<file path="src/rtl/seg16_marquee.sv">
// Scrolling text marquee on multiplexed 16-segment digits.
// Characters are appended to a message buffer, and the message scrolls with a blank tail.
module seg16_marquee #(
   parameter int unsigned NUM_DIGITS       = 4,
   parameter int unsigned BUF_DEPTH        = 32,
   parameter int unsigned MUX_DIV          = 1000,
   parameter int unsigned SCROLL_DIV       = 64,
   parameter bit          DIGIT_ACTIVE_LOW = 1'b1
) (
   input  logic                         clk,
   input  logic                         rst_n,
   input  logic                         wr_valid,
   input  logic [7:0]                   wr_char,
   output logic                         wr_ready,
   input  logic                         clear,
   input  logic                         scroll_en,
   output logic [$clog2(BUF_DEPTH):0]   msg_len,
   output logic [15:0]                  segments,
   output logic [NUM_DIGITS-1:0]        digit_sel,
   output logic                         frame_pulse
);

   localparam int unsigned AW    = $clog2(BUF_DEPTH);
   localparam int unsigned LEN_W = AW + 1;
   localparam int unsigned LW    = $clog2(BUF_DEPTH + NUM_DIGITS) + 1;
   localparam int unsigned MW    = $clog2(MUX_DIV);
   localparam int unsigned DW    = (NUM_DIGITS > 1) ? $clog2(NUM_DIGITS) : 1;
   localparam int unsigned FW    = (SCROLL_DIV > 1) ? $clog2(SCROLL_DIV) : 1;
   localparam logic [NUM_DIGITS-1:0] SEL_OFF = {NUM_DIGITS{DIGIT_ACTIVE_LOW}};

   logic [7:0]            buf_mem [BUF_DEPTH];
   logic [AW-1:0]         wr_ptr;
   logic [MW-1:0]         mux_cnt;
   logic [DW-1:0]         digit_idx;
   logic [FW-1:0]         frame_cnt;
   logic [LW-1:0]         scroll_pos;
   logic                  slot_end;
   logic                  frame_end;
   logic                  scroll_active;
   logic                  wr_fire;
   logic [LW-1:0]         virt_len;
   logic [LW-1:0]         virt_sum;
   logic [LW-1:0]         virt_idx;
   logic [7:0]            cur_char;
   logic [NUM_DIGITS-1:0] sel_on;

   // Decodes a character into its active-low glyph. Each entry is written as the complement of its lit-segment mask.
   function automatic logic [15:0] decode(input logic [7:0] c);
      logic [7:0] u;
      u = (c >= 8'h61 && c <= 8'h7A) ? c - 8'h20 : c;
      case (u)
         8'h30: decode = ~16'hFF00;  8'h31: decode = ~16'h3008;
         8'h32: decode = ~16'hEEC0;  8'h33: decode = ~16'hFC40;
         8'h34: decode = ~16'h31C0;  8'h35: decode = ~16'hDDC0;
         8'h36: decode = ~16'hDFC0;  8'h37: decode = ~16'hF000;
         8'h38: decode = ~16'hFFC0;  8'h39: decode = ~16'hFDC0;
         8'h3A: decode = ~16'h0012;  8'h3B: decode = ~16'h0011;
         8'h3C: decode = ~16'h000C;  8'h3D: decode = ~16'h0CC0;
         8'h3E: decode = ~16'h0021;  8'h3F: decode = ~16'hE042;
         8'h40: decode = ~16'hEB50;  8'h41: decode = ~16'hF3C0;
         8'h42: decode = ~16'hFC52;  8'h43: decode = ~16'hCF00;
         8'h44: decode = ~16'hFC12;  8'h45: decode = ~16'hCF80;
         8'h46: decode = ~16'hC380;  8'h47: decode = ~16'hDF40;
         8'h48: decode = ~16'h33C0;  8'h49: decode = ~16'hCC12;
         8'h4A: decode = ~16'h3E00;  8'h4B: decode = ~16'h038C;
         8'h4C: decode = ~16'h0F00;  8'h4D: decode = ~16'h3328;
         8'h4E: decode = ~16'h3324;  8'h4F: decode = ~16'hFF00;
         8'h50: decode = ~16'hE3C0;  8'h51: decode = ~16'hFF04;
         8'h52: decode = ~16'hE3C4;  8'h53: decode = ~16'hDDC0;
         8'h54: decode = ~16'hC012;  8'h55: decode = ~16'h3F00;
         8'h56: decode = ~16'h0309;  8'h57: decode = ~16'h3305;
         8'h58: decode = ~16'h002D;  8'h59: decode = ~16'h002A;
         8'h5A: decode = ~16'hCC09;  8'h5B: decode = ~16'h4412;
         8'h5C: decode = ~16'h0024;  8'h5D: decode = ~16'h8812;
         8'h5E: decode = ~16'h0005;  8'h5F: decode = ~16'h0C00;
         8'h60: decode = ~16'h0020;
         default: decode = 16'hFFFF;
      endcase
   endfunction

   assign slot_end      = (mux_cnt == MW'(MUX_DIV - 1));
   assign frame_end     = slot_end && (digit_idx == DW'(NUM_DIGITS - 1));
   assign wr_ready      = rst_n && !clear && (msg_len < LEN_W'(BUF_DEPTH));
   assign wr_fire       = wr_valid && wr_ready;
   assign scroll_active = scroll_en && (msg_len > LEN_W'(NUM_DIGITS));

   // The virtual message is the stored text followed by NUM_DIGITS blanks.
   assign virt_len = LW'(msg_len) + LW'(NUM_DIGITS);
   assign virt_sum = scroll_pos + LW'(digit_idx);
   assign virt_idx = (virt_sum >= virt_len) ? virt_sum - virt_len : virt_sum;
   assign cur_char = (virt_idx < LW'(msg_len)) ? buf_mem[virt_idx[AW-1:0]] : 8'h20;

   always_comb begin
      sel_on            = '0;
      sel_on[digit_idx] = 1'b1;
   end

   // Multiplex timing is free-running and unaffected by clear.
   always_ff @(posedge clk) begin
      if (!rst_n) begin
         mux_cnt     <= '0;
         digit_idx   <= '0;
         frame_pulse <= 1'b0;
      end else begin
         mux_cnt     <= slot_end ? '0 : mux_cnt + MW'(1);
         if (slot_end) begin
            digit_idx <= (digit_idx == DW'(NUM_DIGITS - 1)) ? '0 : digit_idx + DW'(1);
         end
         frame_pulse <= (mux_cnt == MW'(MUX_DIV - 2)) && (digit_idx == DW'(NUM_DIGITS - 1));
      end
   end

   always_ff @(posedge clk) begin
      if (!rst_n || clear) begin
         msg_len    <= '0;
         wr_ptr     <= '0;
         scroll_pos <= '0;
         frame_cnt  <= '0;
      end else begin
         if (wr_fire) begin
            msg_len <= msg_len + LEN_W'(1);
            wr_ptr  <= wr_ptr + AW'(1);
         end
         if (!scroll_active) begin
            scroll_pos <= '0;
            frame_cnt  <= '0;
         end else if (frame_end) begin
            if (frame_cnt == FW'(SCROLL_DIV - 1)) begin
               frame_cnt  <= '0;
               scroll_pos <= (scroll_pos == virt_len - LW'(1)) ? '0 : scroll_pos + LW'(1);
            end else begin
               frame_cnt <= frame_cnt + FW'(1);
            end
         end
      end
   end

   always_ff @(posedge clk) begin
      if (wr_fire) begin
         buf_mem[wr_ptr] <= wr_char;
      end
   end

   // Digit drive is blanked for the first cycle of every slot to avoid ghosting.
   always_ff @(posedge clk) begin
      if (!rst_n) begin
         segments  <= 16'hFFFF;
         digit_sel <= SEL_OFF;
      end else begin
         segments  <= decode(cur_char);
         digit_sel <= (mux_cnt == '0) ? SEL_OFF : (DIGIT_ACTIVE_LOW ? ~sel_on : sel_on);
      end
   end

endmodule

</file>
<file path="config.mk">
export PLATFORM = sky130hd
export DESIGN_NAME = seg16_marquee
export DESIGN_NICKNAME = d
export VERILOG_FILES = /design/src/rtl/seg16_marquee.sv
export SDC_FILE = /design/constraint.sdc
export NUM_CORES = 1
export LEC_CHECK = 0
export ABC_AREA = 1
export CAP_MARGIN = 20
export CORE_MARGIN = 4
export CORE_UTILIZATION = 43
export DETAILED_ROUTE_END_ITERATION = 8
export PLACE_DENSITY = 0.57
export SLEW_MARGIN = 20
export SYNTH_ARGS = -nofsm -noshare
export SYNTH_HDL_FRONTEND = slang
export SYNTH_SLANG_ARGS = --single-unit
</file>
<file path="constraint.sdc">
create_clock -name clk -period 5.9 [get_ports clk]
set_input_delay 0.885 -clock clk [delete_from_list [all_inputs] [get_ports clk]]
set_output_delay 0.885 -clock clk [all_outputs]
set_load 0.005 [all_outputs]
</file>
After elaboration in Yosys (flattened, before gate mapping) --
Memories as Yosys holds them, arrays and structs flattened. A register that Yosys moved wholly into a read port is not among the register bits. Cells that the tools add are included.
Word-level totals: memory bits (writable) 256, bits in read-only memories 2048, bits in registers 41, word-level logic and storage cells 64, bits of input ports 13, memories kept 2
Memories:
- (no name shown) | depth 128, width 16, read ports 1, clocked after memory_dff 1, wr ports 0, RTL line 51 | case (u)
- buf_mem | depth 32, width 8, read ports 1, clocked after memory_dff 0, wr ports 1, RTL line 31 | logic [7:0] buf_mem [BUF_DEPTH];
Operators by class: bitwise logic cells 3, reduce and logical (&&, ||, !) cells 17, $add $sub $neg 11, magnitude comparators 8, mux-type cells 10, equal/unequal tests 5
Operators with widths (number):
- equality test 10 bit, second input constant | 2
- two-way mux 8 bit | 2
- two-way mux 7 bit | 2
- adder 6 x 1 -> 6 bit, second input constant | 2
- adder 10 x 1 -> 10 bit, second input constant | 1
- zero test 10 bit | 1
- greater-or-equal comparator 8 x 7 -> 1 bit, second input constant | 1
- less-or-equal comparator 8 x 7 -> 1 bit, second input constant | 1
- logical AND 1 bit | 8
- OR reduction 2 bit | 4
- subtractor 8 x 6 -> 8 bit, second input constant | 1
- adder 6 x 3 -> 7 bit, second input constant | 1
- adder 7 x 1 -> 7 bit, second input constant | 1
- adder 7 x 2 -> 7 bit | 1
- equality test 7 bit | 1
- greater-or-equal comparator 7 bit | 1
- less-than comparator 7 x 6 -> 1 bit | 1
- subtractor 7 x 1 -> 7 bit, second input constant | 1
- subtractor 7 bit | 1
- equality test 6 bit, second input constant | 1
- greater-than comparator 6 x 3 -> 1 bit, second input constant | 1
- less-than comparator 6 bit, second input constant | 1
- two-way mux 6 bit | 1
- adder 5 x 1 -> 5 bit, second input constant | 1
- other kinds (12) | 16

Depth between registers and ports, before layout --
Gate-level depths: netlist (run 1).
depth after elaboration 9, mapped depth 34

Least setup slack after synthesis (run 1) --
No wires, ideal clock.
path kind register to register, from register scroll_pos[0], to register segments[7], setup slack 0.974 ns, clock period less this slack 4.926 ns, required time 5.777 ns, setup time 0.123 ns, cell stages (with the launch flop) 33, arrival 4.803 ns, cell sequence dfxtp_1 > ha_1 > fa_1 > nand2_1 > xor2_1 > ha_1 > nand2_1 > inv_2 > a21oi_4 > nand3_4 > inv_2 > nand2_1 > o21ai_4 > buf_2 > buf_2 > ha_1 > a21oi_1 > nand2_1 > a21oi_1 > buf_4 > nand3_1 > inv_1 > ha_1 > inv_1 > nand2_1 > inv_1 > nand2_1 > nand3_4 > nand2_4 > buf_6 > nand3_1 > nand2_1 > nand3_1
Between the ends: longest elaborated chain between the ends 9, elaborated cells between the ends (all ways) 13, classes of those cells add/sub: 3; order compare: 4; mux: 3; reduce/logical: 2; memory: 1
RTL lines:
- start, declared | RTL line 36 | logic [LW-1:0] scroll_pos;
- start signal, assigned | RTL line 130 | scroll_pos <= (scroll_pos == virt_len - LW'(1)) ? '0 : scroll_pos + LW'(1);
- adder 7 x 2 -> 7 bit * | RTL line 89 | assign virt_sum = scroll_pos + LW'(digit_idx);
- subtractor 7 bit or greater-or-equal comparator 7 bit (tied branches) | RTL line 90 | assign virt_idx = (virt_sum >= virt_len) ? virt_sum - virt_len : virt_sum;
- two-way mux 7 bit * | RTL line 90
- memory read (32 x 8 bit) or less-than comparator 7 x 6 -> 1 bit (tied branches)
- two-way mux 8 bit * | RTL line 91 | assign cur_char = (virt_idx < LW'(msg_len)) ? buf_mem[virt_idx[AW-1:0]] : 8'h20;
- greater-or-equal comparator 8 x 7 -> 1 bit or less-or-equal comparator 8 x 7 -> 1 bit (tied branches) | RTL line 50 | u = (c >= 8'h61 && c <= 8'h7A) ? c - 8'h20 : c;
- logical AND 1 bit | RTL line 50
- two-way mux 8 bit * | RTL line 50
- OR reduction 2 bit (no line)
- end, declared | RTL line 18 | output logic [15:0] segments,
Mark *: on every way between the ends. The rest lies on a longest branch, timed or not. A chain may end at the register's enable or synchronous reset.

Worst setup path in the final report (run 1) --
from register scroll_pos[0], to register segments[15]
Same word-level chain as after synthesis.

==> results of run 1 <==
## repair_timing
action                                  4_1_cts  5_1_grt
hold endpoints to repair                      0        0
gates resized for setup                       0        3
endpoints found under the setup margin        0       16
buffers inserted                              0        2
## cell usage after synthesis (2+ instances only)
| library cell | instances |
|---|---|
| a2111oi_0 | 2 |
| a211oi_1 | 4 |
| a21o_1 | 2 |
| a21oi_1 | 39 |
| a31oi_1 | 4 |
| and3_1 | 2 |
| buf_2 | 38 |
| buf_4 | 17 |
| buf_6 | 7 |
| clkbuf_1 | 6 |
| clkinv_1 | 2 |
| dfxtp_1 | 57 |
| edfxtp_1 | 256 |
| fa_1 | 2 |
| ha_1 | 42 |
| inv_1 | 99 |
| inv_2 | 8 |
| nand2_1 | 458 |
| nand2_2 | 4 |
| nand2_4 | 3 |
| nand3_1 | 274 |
| nand3_2 | 4 |
| nand3_4 | 3 |
| nand4_1 | 8 |
| nor2_1 | 85 |
| nor2_2 | 4 |
| nor3_1 | 23 |
| nor3b_1 | 3 |
| nor4_1 | 6 |
| o211ai_1 | 11 |
| o211ai_2 | 2 |
| o21ai_0 | 37 |
| o21ai_1 | 11 |
| o21ai_2 | 2 |
| o21ai_4 | 2 |
| or2_2 | 3 |
| xnor2_1 | 5 |
| xor2_1 | 17 |
## metrics by stage
step / instances / utilization / power, mW / setup slack [ns] / hold WS (ns)
floorplan: 1561 / - / 2.51 / 0.974 / 0.417
global placement: 2026 / 0.462 / 2.58 / 0.230 / 0.432
detailed placement: 2026 / 0.461 / 2.58 / 0.291 / 0.437
CTS: 2085 / 0.492 / 4.64 / 0.256 / 0.445
global route: 2088 / 0.493 / 4.74 / 0.0163 / 0.483
finish: 2088 / 0.493 / 4.60 / 0.514 / 0.445
## kinds of logic after synthesis
group                      after synthesis
adders and majority gates               44
DFF                                    313
AOI/OAI and AO/OA                      123
buffers and inverters                  177
xor gates and xnor gates                22
and+or+nand+nor                        882
## report_power, final
group / internal (mW) / leakage, nW / total [mW] / switching, mW
clock network: 1.23 / 0.520 / 2.07 / 0.841
logic: 0.0393 / 3.07 / 0.133 / 0.0932
registers: 2.39 / 2.76 / 2.40 / 0.00386
total: 3.67 / 6.35 / 4.60 / 0.939
## cell type report
cell class              count  area share
flip-flops and latches    313       0.518
multi-input cells        1072       0.317
clock inverters            12     0.00785
inverters                 109      0.0242
well taps                 455      0.0334
repair buffers             80      0.0449
clock buffers              47      0.0546
## layer usage
metal / routed length (microns) / GRT usage / part of all wire
met4: 1180 / 0.0610 / 0.030
met3: 2230 / 0.0293 / 0.056
met2: 17900 / 0.314 / 0.45
met5: 0 / 0 / 0
met1: 18300 / 0.300 / 0.46
## worst min path at each step
stage | slack, ns | cells past startpoint | start | endpoint
global route | 0.48 | 1 | mux_cnt[0] | mux_cnt[0]
finish | 0.44 | 1 | mux_cnt[0] | mux_cnt[0]
CTS | 0.45 | 1 | mux_cnt[0] | mux_cnt[0]
global placement | 0.43 | 1 | mux_cnt[0] | mux_cnt[0]
floorplan | 0.42 | 1 | mux_cnt[0] | mux_cnt[0]
detailed placement | 0.44 | 1 | mux_cnt[0] | mux_cnt[0]
## state kept, by name, indices dropped and copies added (netlist names)
| register | flops |
|---|---|
| frame_cnt | 6 |
| digit_idx | 2 |
| buf_mem | 256 |
| digit_sel | 4 |
| segments | 16 |
| scroll_pos | 7 |
| msg_len | 6 |
| mux_cnt | 10 |
| wr_ptr | 5 |
| frame_pulse | 1 |
## worst register-to-register path, stage by stage (launching register included)
cell,delay (ns)
dfxtp_1,0.36
ha_1,0.23
fa_1,0.42
nand2_1,0.13
xnor2_2,0.16
ha_1,0.33
nand2_1,0.09
nand2_1,0.09
a21oi_4,0.19
nand3_4,0.29
o21ai_4,0.50
buf_12,0.30
buf_4,0.21
nand3_1,0.08
nand3_1,0.10
nand3_1,0.16
nand2_1,0.13
nand2_1,0.07
nand3_1,0.33
nand2_1,0.23
nand3_2,0.18
nand3_2,0.09
nand2_2,0.21
inv_2,0.18
nand2_1,0.12
nand3_1,0.07
==> metrics.txt, run 1 <==
status finished clean; total CTS buffers 34; Worst path slowest cell o21ai_4; Critical Path Source scroll_pos[0]; Static Leak 6.35 nW; Overflow after GRT 0; Worst R2R Path Depth 25; largest family of logic cells by synthesized area simple AND/OR/NAND/NOR gates; Levels on crit path 25; worst setup path end segments[15]; max_cap viols 0; family with the most delay on the worst path simple AND/OR/NAND/NOR gates; multiplexer area fraction after synthesis 0; Tot GR Track Use 0.203; Fmax 186 MHz; Pwr Density 270 nW/um^2; r2r setup slk 0.51 ns; post-synth top area share 0.512; Yosys cell types 47; commonest non-fill, non-tap cells in the layout nand2_1, nand3_1, edfxtp_1; Multi-input gate area 5410 sq um; Layout Nets 1667; Routed WL 39600 microns; design area 17000 sq um; class of the tightest hold or removal check reg -> reg; Post-DRT Antenna Nets 0; input/output buffers 40; cells after synthesis 1561; final period utilization 0.913; largest net degree at the start of global routing 47; initial DRC count 1030; synthesized area 15000 sq um; share of post-route cells with drive strength above 1 0.0778; Avg WL per Cell 19.0 microns; register area share after synthesis 0.588; crit path kind reg -> reg; filler cell count 3204; fin. max-slew vios 0; synthesis-stage register bit count 313; commonest non-fill, non-tap cell in the layout nand2_1; dominant cell type by area after synthesis edfxtp_1; Sink Count 313; placed inst area 15900 sq um; Post-Synth Simple-Gate Area 0.257; Startpoint Class flip-flop; clk slew on worst S/H paths 0.06 ns; CTS H-tree lvls 2; vias in the first global route 10900; CP max stage delay 0.49 ns; root buf cell clkbuf_16; async set or reset register ratio after synthesis 0; crit path max fanout 38; crit path time final 5.39 ns; CTS tree yes; Die Span Y 195 microns; CP endpoint kind flip-flop; core region area 34500 sq um; # hold bufs at CTS 0; Final Hold Fails 0; antenna violations before repair 0; Starting Density 0.435; final-report setup violation count 0; WP data required 6.27 ns; first-pass GRT wire length 62100 microns; RSZ-0062 raised after global routing no; Syn-to-layout area delta 13.5%; vias per cell 5.39; Chip Width 195 microns; antenna cells 0; DP HPWL 25700 microns; crit path DAT 5.76 ns; Worst IR Drop VDD 197 uV; Routability Congestion 0.975; post-route setup TNS 0 ns; Warnings, synthesis 0; CP bufs+invs 3; reg-to-reg critical path startpoint scroll_pos[0]; sequential cell area 8830 sq um; CP most frequent cell nand2_1; Die ar. 38000 sq um; Synthesized Nets 1618; EDFF count, synth 256; Synth Area in XOR/XNOR 0.0128; first drt pass iteration count 5; Post-synth top flop edfxtp_1; Cell Rows 68; Clock Skew 0.0221 ns; Synth Area in Compound Gates 0.0496; Slew headroom 0.388; DR vias 11200; DRC Markers 0; syn avg cell area 9.62 sq um; ranking of synthesized cells by area edfxtp_1, nand2_1, nand3_1; Top Ports 41; Synth Area in Adders 0.0376; clk_lat worst skew 0.51 ns; clock buffer depth 3; Slew @ Worst Pin 0.915 ns; reg2reg end segments[15]
(Power assumes the default switching activity.)
==> run 2: changes to the inputs <==
--- a/config.mk
+++ b/config.mk
@@ -10,7 +10,7 @@
 export CORE_MARGIN = 4
 export CORE_UTILIZATION = 43
 export DETAILED_ROUTE_END_ITERATION = 8
-export PLACE_DENSITY = 0.57
+export HOLD_SLACK_MARGIN = 0.08
 export SLEW_MARGIN = 20
 export SYNTH_ARGS = -nofsm -noshare
 export SYNTH_HDL_FRONTEND = slang
==> metrics.txt, run 2 (same netlist as run 1, synthesis figures left out) <==
Routability Congestion 0.910 (-6.6%); Slew @ Worst Pin 0.903 ns (-0.0117 ns); first-pass GRT wire length 58400 microns (-6.0%); core region area 34500 sq um (unchanged); commonest non-fill, non-tap cell in the layout nand2_1; WP data required 6.28 ns (about the same); met2 Track Usage GR 0.295 (-0.0189); clock buffer depth 3 (unchanged); NetSw 932 uW (-0.70%); GRT busiest layer met2; clk slew on worst S/H paths 0.06 ns (about the same); final period utilization 0.897 (-0.0165); status finished clean; antenna cells 0 (unchanged); filler cell count 3239 (+1.1%); Post-DRT Antenna Nets 0 (unchanged); antenna violations before repair 0 (unchanged); Min Hold Slack 0.449 ns (+0.00429 ns); share of post-route cells with drive strength above 1 0.0817 (+0.00389); total power 4.49 mW (-2.4%); max_cap viols 0 (unchanged); first drt pass iteration count 5 (unchanged); crit path DAT 5.67 ns (-0.09 ns); Die ar. 38000 sq um (unchanged); Worst IR Drop VDD 175 uV (-11%); design area 17100 sq um (+0.24%); CP endpoint kind flip-flop; Fmax 189 MHz (+1.8%); met3 GRT Util 0.0260 (-0.00329); reg2reg end segments[7]; total CTS buffers 35 (+2.9%); vias in the first global route 10400 (-4.6%); Worst R2R Path Depth 28 (+12%); crit path time final 5.29 ns (-0.0971 ns); Pint 3.56 mW (-2.9%); class of the tightest hold or removal check reg -> reg; Tot GR Track Use 0.190 (-0.0135); Top Ports 41 (unchanged); sequential cell area 8830 sq um (about the same); crit path kind reg -> reg; clk_lat worst skew 0.52 ns (about the same); DRC Markers 0 (unchanged); met1 GRT Util 0.284 (-0.0156); Largest regs buf_mem: 256 flops, segments: 16 flops, mux_cnt: 10 flops; Layout Nets 1675 (+0.48%); Flop pwr share 0.534 (+0.013); r2r setup slk 0.61 ns (+0.10 ns); fin. max-slew vios 0 (unchanged); hold depth 1 (unchanged); # hold bufs at CTS 0 (unchanged); Worst path slowest cell fa_1; RSZ-0062 raised after global routing no; CP max stage delay 0.43 ns (-0.06 ns); initial DRC count 1141 (+11%); Startpoint Class flip-flop; Avg WL per Cell 17.6 microns (-7.1%); Comb pwr share 0.030 (about the same); placed inst area 16000 sq um (+0.24%); Final Util 0.495 (+0.00116); input/output buffers 40 (unchanged); Routed WL 36900 microns (-6.7%); Starting Density 0.435 (unchanged); CTS H-tree lvls 2 (unchanged); reg-to-reg critical path startpoint scroll_pos[0]; Hold Path Origin mux_cnt[0]; final-report setup violation count 0 (unchanged); Pwr Density 263 nW/um^2 (-2.7%); vias per cell 5.22 (-3.0%); largest net degree at the start of global routing 65 (+38%); Syn-to-layout area delta 13.7%; max reg flops 256 (unchanged); Final Hold Fails 0 (unchanged); Sw Share 0.207 (+0.00361); DR vias 10900 (-2.6%); DP HPWL 23900 microns (-6.8%); CP most frequent cell nand2_1; crit path max fanout 32 (-16%); CTS tree yes; Cell Rows 68 (unchanged); Static Leak 6.38 nW (+0.33%); Clock Skew 0.0150 ns (-0.00712 ns); post-route setup TNS 0 ns (unchanged); Clock Power Share 0.437 (-0.014); Sink Count 313 (unchanged); commonest non-fill, non-tap cells in the layout nand2_1, nand3_1, edfxtp_1; Multi-input gate area 5400 sq um (about the same); Die Span Y 195 microns (unchanged); Slew headroom 0.396 (+0.00781); Chip Width 195 microns (unchanged); root buf cell clkbuf_16; Overflow after GRT 0 (unchanged); Worst Hold Path EP mux_cnt[0]; Top reg by flops buf_mem
[run 2: changes by cell type in the layout (fill, tap and decap cells not counted), moves of 2 or more]
cell,change
buf_12,+2
buf_4,+6
bufinv_16,-3
clkbuf_1,+4
clkinv_2,-2
[run 2: worst max-delay path by stage]
| stage | endpoint | startpoint | slack (ns) | cells past startpoint |
|---|---|---|---|---|
| 3_3_place_gp | segments[7] | scroll_pos[0] | 0.45 | 26 |
| 5_1_grt | segments[15] | scroll_pos[0] | 0.1 | 29 |
| 3_5_place_dp | segments[7] | scroll_pos[0] | 0.20 | 28 |
| 6_report | segments[7] | scroll_pos[0] | 0.61 | 28 |
| 2_1_floorplan | segments[7] | scroll_pos[0] | 0.97 | 32 |
| 4_1_cts | segments[7] | scroll_pos[0] | 0.18 | 28 |
[run 2: power groups by stage]
stage	combinational [mW]	clock [mW]	sequential (mW)
after floorplan	0.0612	0	2.44
after global placement	0.133	0	2.44
after detailed placement	0.133	0	2.44
after CTS	0.134	2.00	2.40
after global routing	0.148	2.10	2.40
final	0.134	1.96	2.40
[run 2: final cells by class]
| class | instances | area share |
|---|---|---|
| sequential | 313 | 0.517 |
| multi-input combinational | 1071 | 0.316 |
| tap | 455 | 0.0333 |
| inverter | 109 | 0.0242 |
| clock buffer | 51 | 0.0560 |
| clock inverter | 9 | 0.00337 |
| timing repair buffer | 88 | 0.0501 |
[run 2: stage by stage]
stage,instances,worst slack (ns)
global route,2096,0.0985
global placement,2028,0.454
detailed placement,2028,0.201
floorplan,1561,0.974
finish,2096,0.611
CTS,2088,0.179
[run 2: metal layers]
metal  part of all wire  vias to the layer above  wire (microns)
met5                  0                        -               0
met2               0.45                      317           16500
met1               0.48                     5115           17600
met3              0.055                       52            2020
li1                   -                     5465               -
met4              0.022                        0             830
[run 2: critical path, delay by kind of cell, from the launching register on]
kind	cells	cell delay [ns]
compound gates	2	0.30
xor+xnor	1	0.16
fa+ha+maj	4	1.33
buf+inv	4	0.86
flops	1	0.36
simple gates	17	2.11
[run 2: what timing repair did]
item	4_1_cts	5_1_grt
setup buffers	0	8
resized for setup	0	7
setup endpoints to repair	0	16
==> run 3: changes to the inputs <==
--- a/config.mk
+++ b/config.mk
@@ -7,7 +7,8 @@
 export LEC_CHECK = 0
 export ABC_AREA = 1
 export CAP_MARGIN = 20
-export CORE_MARGIN = 4
+export CORE_ASPECT_RATIO = 0.6
+export CORE_MARGIN = 2
 export CORE_UTILIZATION = 43
 export DETAILED_ROUTE_END_ITERATION = 8
 export HOLD_SLACK_MARGIN = 0.08
==> metrics.txt, run 3 (same netlist as run 1, synthesis figures left out) <==
r2r setup slk 0.47 ns (-0.14 ns); reg-to-reg critical path startpoint scroll_pos[0]; post-place setup slack 0.342 ns (+0.141 ns); Tot GR Track Use 0.215 (+0.0246); status finished clean; Syn-to-layout area delta 14.1%; Clock Skew 0.0179 ns (+0.00290 ns); Routability Congestion 0.944 (+3.7%); Die ar. 36500 sq um (-3.9%); clock buffer depth 3 (unchanged); Clock Power Share 0.423 (-0.014); CP endpoint kind flip-flop; Overflow after GRT 0 (unchanged); crit path max fanout 32 (unchanged); Largest regs buf_mem: 256 flops, segments: 16 flops, mux_cnt: 10 flops; antenna violations before repair 1 (+1); Fmax 184 MHz (-2.6%); crit path DAT 5.87 ns (+0.20 ns); crit path kind reg -> reg; Slew headroom 0.422 (+0.0262); clk_lat worst skew 0.57 ns (+0.05 ns); Layout Nets 1689 (+0.84%); Slew @ Worst Pin 0.864 ns (-0.0391 ns); commonest non-fill, non-tap cell in the layout nand2_1; Sw Share 0.209 (+0.00123); Sink Count 313 (unchanged); Worst IR Drop VDD 236 uV (+35%); first-pass GRT wire length 60400 microns (+3.4%); final-report setup violation count 0 (unchanged); final setup margin 0.467 ns (-0.144 ns); class of the tightest hold or removal check reg -> reg; input/output buffers 40 (unchanged); DRC Markers 0 (unchanged); CP max stage delay 0.42 ns (about the same); Worst path slowest cell fa_1; initial DRC count 1075 (-5.8%); CTS tree yes; NetSw 916 uW (-1.7%); vias in the first global route 10500 (+0.58%); filler cell count 3140 (-3.1%); DP HPWL 26500 microns (+11%); Pwr Density 256 nW/um^2 (-2.7%); total CTS buffers 30 (-14%); Comb pwr share 0.031 (about the same); Cell Rows 52 (-24%); Avg WL per Cell 18.4 microns (+4.3%); Top reg by flops buf_mem; first drt pass iteration count 5 (unchanged); root buf cell clkbuf_16; DR vias 11300 (+3.3%); fin. max-slew vios 0 (unchanged); Critical Path Source scroll_pos[0]; Static Leak 6.42 nW (+0.66%); core region area 34000 sq um (-1.5%); Multi-input gate area 5410 sq um (about the same); WP data required 6.33 ns (+0.05 ns); reg2reg end segments[2]; Post-DRT Antenna Nets 0 (unchanged); RSZ-0062 raised after global routing no; Starting Density 0.441 (+0.00659); final period utilization 0.921 (+0.0244); vias per cell 5.35 (+2.4%); max_cap viols 0 (unchanged); antenna cells 0 (unchanged); crit path time final 5.43 ns (+0.144 ns); clk slew on worst S/H paths 0.07 ns (about the same); largest net degree at the start of global routing 63 (-3.1%); worst setup path end segments[2]; Chip Width 245 microns (+26%); commonest non-fill, non-tap cells in the layout nand2_1, nand3_1, edfxtp_1; max reg flops 256 (unchanged); Flop pwr share 0.546 (+0.012); Routed WL 38800 microns (+5.2%); post-route setup TNS 0 ns (unchanged); sequential cell area 8830 sq um (about the same); share of post-route cells with drive strength above 1 0.0882 (+0.00656); Startpoint Class flip-flop; Worst R2R Path Depth 28 (unchanged); Final Hold Fails 0 (unchanged); Pint 3.47 mW (-2.5%); CTS H-tree lvls 1 (-1); Top Ports 41 (unchanged); Die Span Y 149 microns (-24%); CP most frequent cell nand2_1; # hold bufs at CTS 0 (unchanged)
## run 3: cell types whose count changed in the layout (fill, tap and decap cells not counted), sizes merged
cell,delta
buf,+18
bufinv,+2
clkbuf,-14
clkdlybuf4s50,+1
clkinv,+7
clkinvlp,+1
inv,-1
## run 3: layout make-up
class / count / share of cell area
clock inverter: 18 / 0.00744
timing repair buffer: 107 / 0.0578
tap: 459 / 0.0335
clock buffer: 37 / 0.0466
sequential: 313 / 0.515
inverter: 109 / 0.0242
multi-input combinational: 1071 / 0.316
## run 3: routing by layer
metal | global-route usage | share of wire
met1 | 0.356 | 0.52
met4 | 0.0341 | 0.013
met2 | 0.285 | 0.38
met3 | 0.0446 | 0.088
met5 | 0 | 0
## run 3: worst min path at each step
| stage | depth (start not counted) | start | to | slack [ns] |
|---|---|---|---|---|
| finish | 1 | mux_cnt[0] | mux_cnt[0] | 0.45 |
| global route | 1 | mux_cnt[0] | mux_cnt[0] | 0.49 |
| CTS | 1 | mux_cnt[0] | mux_cnt[0] | 0.45 |
| global placement | 1 | mux_cnt[0] | mux_cnt[0] | 0.43 |
| detailed placement | 1 | mux_cnt[0] | mux_cnt[0] | 0.44 |
| floorplan | 1 | mux_cnt[0] | mux_cnt[0] | 0.42 |
## run 3: timing repair
item	in CTS	in global routing
buffers inserted	0	4
endpoints found under the setup margin	0	16
resized for setup	0	8
## run 3: through the flow
stage          power [mW]  hold slack, ns  instances   util  cell area [sq um]
2_1_floorplan        2.51           0.417       1561      -              15000
3_3_place_gp         2.58           0.430       2055  0.474              16100
3_5_place_dp         2.58           0.441       2055  0.474              16100
4_1_cts              4.42           0.454       2110  0.502              17100
5_1_grt              4.53           0.486       2114  0.504              17100
6_report             4.39           0.454       2114  0.504              17100
## run 3: worst max-delay path, delay by kind of cell, from the launching register on
| family | cells | cell delay (ns) |
|---|---|---|
| AO/OA/AOI/OAI | 3 | 0.51 |
| XOR/XNOR | 1 | 0.21 |
| adder cells (fa/ha/maj) | 4 | 1.26 |
| buffers and inverters | 5 | 0.83 |
| flip-flops | 1 | 0.37 |
| AND/OR/NAND/NOR | 15 | 2.08 |
## run 3: power groups by stage
| stage | logic, mW | clock network (mW) | registers [mW] |
|---|---|---|---|
| 5_1_grt | 0.151 | 1.98 | 2.40 |
| 2_1_floorplan | 0.0612 | 0 | 2.44 |
| 3_3_place_gp | 0.134 | 0 | 2.44 |
| 3_5_place_dp | 0.134 | 0 | 2.44 |
| 4_1_cts | 0.135 | 1.89 | 2.40 |
| 6_report | 0.137 | 1.86 | 2.40 |
